$ cat src/rtl/recirculacion_multilane_pkg.sv
// Shared definitions for the multilane recirculation stage: link FSM encoding
// and the hold-counter width helper.
package recirculacion_multilane_pkg;

  typedef enum logic [1:0] {
    ST_IDLE   = 2'd0,
    ST_ARM    = 2'd1,
    ST_ACTIVE = 2'd2
  } link_state_t;

  // Hold counter must represent values up to act_hold-1; +1 keeps width >= 1.
  function automatic int hold_width(input int act_hold);
    return $clog2(act_hold + 1);
  endfunction

endpackage

$ cat src/rtl/recirculacion_multilane_lane.sv
// One lane of the recirculation stage: routes a valid word to the forward or
// recirculation register. Optional saturating counter under RECIR_COUNT_EN.
module recir_lane #(
  parameter int DATA_W = 32,
  parameter int CNT_W  = 16
) (
  input  logic              clk,
  input  logic              reset,
  input  logic              route_fwd,
  input  logic              valid_in,
  input  logic [DATA_W-1:0] data_in,
  output logic              valid_out,
  output logic [DATA_W-1:0] data_out,
  output logic              valid_recir,
  output logic [DATA_W-1:0] data_recir
`ifdef RECIR_COUNT_EN
  ,
  output logic [CNT_W-1:0]  recir_cnt
`endif
);

  if (CNT_W < 1) begin : g_bad_cnt_w
    $error("recir_lane: CNT_W must be >= 1");
  end

  logic              valid_out_reg, valid_recir_reg;
  logic [DATA_W-1:0] data_out_reg, data_recir_reg;
  logic              fwd_hit, recir_hit;

  assign fwd_hit   = valid_in && route_fwd;
  assign recir_hit = valid_in && !route_fwd;

  // Idle lanes are zeroed rather than holding the previous word.
  always_ff @(posedge clk) begin
    if (reset) begin
      valid_out_reg   <= 1'b0;
      data_out_reg    <= '0;
      valid_recir_reg <= 1'b0;
      data_recir_reg  <= '0;
    end else begin
      valid_out_reg   <= fwd_hit;
      data_out_reg    <= fwd_hit ? data_in : '0;
      valid_recir_reg <= recir_hit;
      data_recir_reg  <= recir_hit ? data_in : '0;
    end
  end

  assign valid_out   = valid_out_reg;
  assign data_out    = data_out_reg;
  assign valid_recir = valid_recir_reg;
  assign data_recir  = data_recir_reg;

`ifdef RECIR_COUNT_EN
  logic [CNT_W-1:0] cnt_reg;

  always_ff @(posedge clk) begin
    if (reset) begin
      cnt_reg <= '0;
    end else if (recir_hit && (cnt_reg != {CNT_W{1'b1}})) begin
      cnt_reg <= cnt_reg + CNT_W'(1);
    end
  end

  assign recir_cnt = cnt_reg;
`endif

endmodule

$ cat src/rtl/recirculacion_multilane.sv
// Multilane recirculation stage: link-activity FSM qualifies 'active' over
// ACT_HOLD cycles and steers every lane. Optional counters: RECIR_COUNT_EN.
module recirculacion_multilane
  import recirculacion_multilane_pkg::*;
#(
  parameter int DATA_W   = 32,
  parameter int LANES    = 4,
  parameter int ACT_HOLD = 2,
  parameter int CNT_W    = 16
) (
  input  logic                    clk,
  input  logic                    reset,
  input  logic                    active,
  input  logic [LANES-1:0]        valid_in,
  input  logic [LANES*DATA_W-1:0] data_in,
  output logic [LANES-1:0]        valid_out,
  output logic [LANES*DATA_W-1:0] data_out,
  output logic [LANES-1:0]        valid_recir,
  output logic [LANES*DATA_W-1:0] data_recir,
  output logic [1:0]              link_state
`ifdef RECIR_COUNT_EN
  ,
  output logic [LANES*CNT_W-1:0]  recir_cnt
`endif
);

  localparam int HOLD_W = hold_width(ACT_HOLD);

  if (LANES < 1 || ACT_HOLD < 1) begin : g_bad_params
    $error("recirculacion_multilane: LANES and ACT_HOLD must be >= 1");
  end

  link_state_t       state_reg, state_next;
  logic [HOLD_W-1:0] hold_cnt_reg, hold_cnt_next;
  logic              route_fwd;

  always_ff @(posedge clk) begin
    if (reset) begin
      state_reg    <= ST_IDLE;
      hold_cnt_reg <= '0;
    end else begin
      state_reg    <= state_next;
      hold_cnt_reg <= hold_cnt_next;
    end
  end

  always_comb begin
    state_next    = state_reg;
    hold_cnt_next = hold_cnt_reg;
    case (state_reg)
      ST_IDLE: begin
        if (active) begin
          state_next    = (ACT_HOLD == 1) ? ST_ACTIVE : ST_ARM;
          hold_cnt_next = HOLD_W'(1);
        end
      end
      ST_ARM: begin
        if (!active) begin
          state_next    = ST_IDLE;
          hold_cnt_next = '0;
        end else if (hold_cnt_reg == HOLD_W'(ACT_HOLD - 1)) begin
          state_next    = ST_ACTIVE;
        end else begin
          hold_cnt_next = hold_cnt_reg + HOLD_W'(1);
        end
      end
      ST_ACTIVE: begin
        if (!active) begin
          state_next    = ST_IDLE;
          hold_cnt_next = '0;
        end
      end
      default: begin
        state_next    = ST_IDLE;
        hold_cnt_next = '0;
      end
    endcase
  end

  // Routing follows the registered state, so a word arriving as active drops
  // in ACTIVE is still forwarded.
  assign route_fwd  = (state_reg == ST_ACTIVE);
  assign link_state = state_reg;

  for (genvar gi = 0; gi < LANES; gi++) begin : g_lane
    recir_lane #(
      .DATA_W (DATA_W),
      .CNT_W  (CNT_W)
    ) u_lane (
      .clk         (clk),
      .reset       (reset),
      .route_fwd   (route_fwd),
      .valid_in    (valid_in[gi]),
      .data_in     (data_in[gi*DATA_W +: DATA_W]),
      .valid_out   (valid_out[gi]),
      .data_out    (data_out[gi*DATA_W +: DATA_W]),
      .valid_recir (valid_recir[gi]),
      .data_recir  (data_recir[gi*DATA_W +: DATA_W])
`ifdef RECIR_COUNT_EN
      ,
      .recir_cnt   (recir_cnt[gi*CNT_W +: CNT_W])
`endif
    );
  end

endmodule
$ cat config.mk
export PLATFORM = sky130hd
export DESIGN_NAME = recirculacion_multilane
export DESIGN_NICKNAME = d
export VERILOG_FILES = /design/src/rtl/recirculacion_multilane_pkg.sv /design/src/rtl/recirculacion_multilane_lane.sv /design/src/rtl/recirculacion_multilane.sv
export SDC_FILE = /design/constraint.sdc
export NUM_CORES = 1
export LEC_CHECK = 0
export ABC_AREA = 1
export CORE_AREA = 2 2 156 158
export DETAILED_ROUTE_END_ITERATION = 7
export DIE_AREA = 0 0 158 160
export PLACE_DENSITY = 0.66
export SYNTH_ARGS = -nofsm -noshare
export SYNTH_HDL_FRONTEND = slang
export SYNTH_SLANG_ARGS = --single-unit
$ cat constraint.sdc
create_clock -name clk -period 1.6 [get_ports clk]
set_clock_uncertainty 0.15 [all_clocks]
set_input_delay 0.16 -clock clk [delete_from_list [all_inputs] [get_ports clk]]
set_output_delay 0.16 -clock clk [all_outputs]
set_load 0.1 [all_outputs]
Yosys cells after proc, flatten, opt, wreduce, memory -nomap -nowiden
Index checks and enable logic that the tools add are counted.
Storage, ports and cells
  word-level logic and storage cells: 62
  input port bits: 135
  bits in registers: 268
  output and inout bits: 266
Cells by class
  reduce and logical (&&, ||, !) cells: 20
  multiplexer cells: 8
  equal/unequal tests: 7
  $add $sub $neg: 1
  bitwise gates (word level): 8
Operators with widths (count)
  $reduce_or 2->1: 8
  $mux 2: 6
  $pmux 2 s3: 2
  $logic_and 1x1->1: 8
  $not 1->1: 8
  $ne 3x3->1 const B: 2
  $reduce_and 3->1: 2
  $eq 2x1->1 const B: 2
  $ne 2x2->1 const B: 2
  $add 2x1->2 const B: 1
  $eq 2x2->1 const B: 1
  $logic_not 2->1: 1
  $logic_not 1->1: 1

Logic depth before layout (Yosys ltp)
  word-level depth: 5
  gate-level depth with buffers: 9
  gate-level depth less buffers: 9

Hierarchy
Synthesis repeated with hierarchy kept, for this count alone.
Unflattened totals
  cell total of the unflattened synthesis: 728
  area total of the unflattened synthesis: 7450.9 um^2
By module, submodules not included
  recir_lane: cells an instance 174, instances 4, area an instance 1809.2 um^2, seq. area each 1321.3 um^2
  recirculacion_multilane: cells an instance 32, instances 1, area an instance 214.0 um^2, seq. area each 80.1 um^2

Least setup slack after synthesis
No wires, ideal clock.
  path kind: register to register
  start point: reg state_reg[0], in the netlist link_state[0]
  end point: reg g_lane[0].u_lane.data_recir_reg[22]
  data required time: 1386 ps
  library setup time: 64 ps
  slack: -447 ps
  cell stages (with the launch flop): 6
  buffers on the path: 1
  period minus slack after synthesis: 2047 ps
  arrival time: 1833 ps
  path through: dfxtp_1 > inv_1 > nand2_2 > nand3_1 > buf_6 > nor2_1
Between the ends
  longest elaborated chain between the ends: 5
Ends and longest elaborated chain
  start: declaration: line recirculacion_multilane.sv:33  | link_state_t state_reg, state_next;
  start signal: assignment: line recirculacion_multilane.sv:42  | state_reg <= state_next;
  $eq 2x2->1: line recirculacion_multilane.sv:82  | assign route_fwd = (state_reg == ST_ACTIVE);
  $logic_not 1->1: line recirculacion_multilane_lane.sv:31  | assign recir_hit = valid_in && !route_fwd;
  $logic_and 1x1->1: line recirculacion_multilane_lane.sv:31
  $not 1->1 (no source line)
  $reduce_or 2->1 (no source line)
  end signal: assignment: line recirculacion_multilane_lane.sv:44  | data_recir_reg <= recir_hit ? data_in : '0;
  end: declaration: line recirculacion_multilane_lane.sv:27  | logic [DATA_W-1:0] data_out_reg, data_recir_reg;
No other way between the ends.
A chain may end at the register's enable or synchronous reset.

Worst setup path in the final report
  start point: reg state_reg[1], in the netlist link_state[1]
  end point: out link_state[1]
RTL lines
  end: declaration: line recirculacion_multilane.sv:20  | output logic [1:0] link_state
No word-level cell between the ends.

==> results.cfg <==
[global_routing]
antenna_found_initial = 0
grt_pass1_wl_mm = 34.5
track_usage_pct = 17.9
first_global_vias = 6304
grt_max_degree = 34
gr-total-overflow = 0

[worst_setup_path]
crit_path_end_kind = output pin
path_class = reg -> out
path_cells = buf_12
cp_slowest_cell = dfxtp_2
slowest_delay_ps = 420
cp.arrival_ps = 1160
required_ps = 1290
worstPathMaxFanout = 6
path_buf_inv = 1
crit_family = flip-flops
cp-start-kind = flip-flop

[sta]
rsz0062_at_grt = false
relSlewSlack_pct = 84.0
setup_viol = 0
fin_crit_ps = 1470
tns_ps = 0
hold_viol = 0
drv_slew = 0
worst_pin_slew_ps = 240
period_share_pct = 92.0
setup_ws_ps = 128
fmax_mhz = 680

[cts]
clk_path_buf_depth = 3
tritoncts = yes
cts.reportedPaths.clkPinSlew_ps = 60
numCtsBuffers = 28
cts_root_buffer = clkbuf_16
clk_latency_ps = 530
h-tree-depth = 1
clkSinkCount = 268
post_cts_buffers = 0

[final_layout]
instances_no_fill = 1495
layout-drive-gt1-share_pct = 28.5
fillers = 1743
fin_nets = 1287
fin_area_sq_um = 15400
syn_to_final_growth_pct = 109
n_antenna_cell = 0

[worst_hold_path]
min_path_type = in -> reg

[drt]
firstDrtPassIters = 5
wl_per_cell_um = 15.3
first_iter_violations = 126
drc = 0
wirelength_mm = 22.9
final_antenna_net_count = 0
via_per_inst = 3.92
vias = 5855

[synthesis]
yosysUniqueCellTypes = 16
synth_area_per_cell_sq_um = 10.1
synth_area_sq_um = 7360
ys_seq_elements = 268
seq_area_frac_synth_pct = 72.9
yosys_warnings = 0
syn_nets = 866
synth_cells = 730

[place]
place_congestion = 0.797
dpl-instance-area_sq_um = 14400
pre_cts_slack_ps = 29.9
dp_hpwl_mm = 17.7
dp.cells = 1437
io_buffers = 400

[run_status]
outcome = finished, final reports clean

[pwr]
p_per_area_nw_per_um2 = 1020
max-vdd-ir-drop_mv = 0.866
p_leak_nw = 6.93

[floorplanning]
die_w_um = 158
coreArea_sq_um = 23800
die_y_um = 160
ios = 401
start_util_pct = 30.9
core.rowCount = 57
die-area_sq_um = 25300

[job]
maxCapViolCount = 0
[layout make-up]
class | count | area, sq um | area share (%)
clock buffers | 44 | 862 | 5.61
clock inverters | 6 | 57.6 | 0.375
inverters | 145 | 547 | 3.56
multi-input cells | 285 | 1150 | 7.48
flip-flops and latches | 268 | 5370 | 35.0
well taps | 324 | 405 | 2.64
repair buffers | 423 | 6970 | 45.4
[Yosys cell counts, drive strengths merged]
library cell,count,area (sq um)
a21oi,1,5.00
buf,32,312
dfxtp,268,5370
ha,1,12.5
inv,145,544
nand2,8,32.5
nand3,10,87.6
nor2,261,980
nor3,3,20.0
o22ai,1,6.26
[cells in the final DEF, fill, tap and decap left out]
cell type	synthesis	final
dfxtp_4	0	1
clkbuf_8	0	8
dfxtp_2	0	1
inv_1	142	142
buf_12	0	275
nand3_1	7	7
clkbuf_16	0	29
dfxtp_1	268	266
ha_1	1	1
clkdlybuf4s50_1	0	134
nor3_2	1	1
nor3_1	2	2
buf_4	8	6
nand2_1	7	7
nor2_1	261	261
dlygate4sd3_1	0	8
bufinv_16	0	1
nand3_4	3	3
clkbuf_1	0	7
inv_2	3	2
o22ai_1	1	1
a21oi_1	1	1
clkinv_2	0	4
clkinvlp_4	0	1
inv_4	0	1
nand2_4	0	1
[power breakdown]
part / internal, W / switching, W
registers: 0.00683 / 0.000126
clock network: 0.00383 / 0.00252
logic: 0.000936 / 0.00144
total: 0.0116 / 0.00408
[worst paths after layout]
path,to,from,slack [ps],cells after the start
min reg2reg,hold_cnt_reg[1],hold_cnt_reg[1],380,4
max reg2reg,g_lane[1].u_lane.data_out[27],link_state[0],140,6
max,link_state[1],link_state[1],130,1
min,g_lane[0].u_lane.data_recir[30],data_in[30],20,3
[what timing repair did]
action / in CTS / in global routing
hold endpoints to repair: 11 / 0
gates resized for setup: 0 / 2
hold buffers: 8 / 0
setup endpoints to repair: 0 / 1
[stage by stage]
| step | hold WS (ps) | power, W | utilization, % |
|---|---|---|---|
| 2_1_floorplan | 71.7 | 0.00834 | - |
| 3_3_place_gp | 366 | 0.00944 | 60.3 |
| 3_5_place_dp | 374 | 0.00947 | 60.3 |
| 4_1_cts | 0.816 | 0.0159 | 64.5 |
| 5_1_grt | 12.2 | 0.0162 | 64.5 |
| 6_report | 22.7 | 0.0157 | 64.5 |
[kinds of logic (layout without fill, tap and decap cells)]
logic type,Yosys count,after routing,synth area share (%)
adders and majority gates,1,1,0.170
DFF,268,268,72.9
AOI/OAI and AO/OA,2,2,0.153
and+or+nand+nor,282,282,15.2
buffers and inverters,177,618,11.6
[per-layer routing]
layer | part of all wire, % | GRT usage, % | vias up
met2 | 54 | 34.0 | 279
met3 | 11 | 7.35 | 35
met5 | 0 | 0 | -
met1 | 32 | 17.3 | 2638
li1 | - | - | 2903
met4 | 2.3 | 5.32 | 0
No activity file was read; power rests on OpenSTA's default activity.
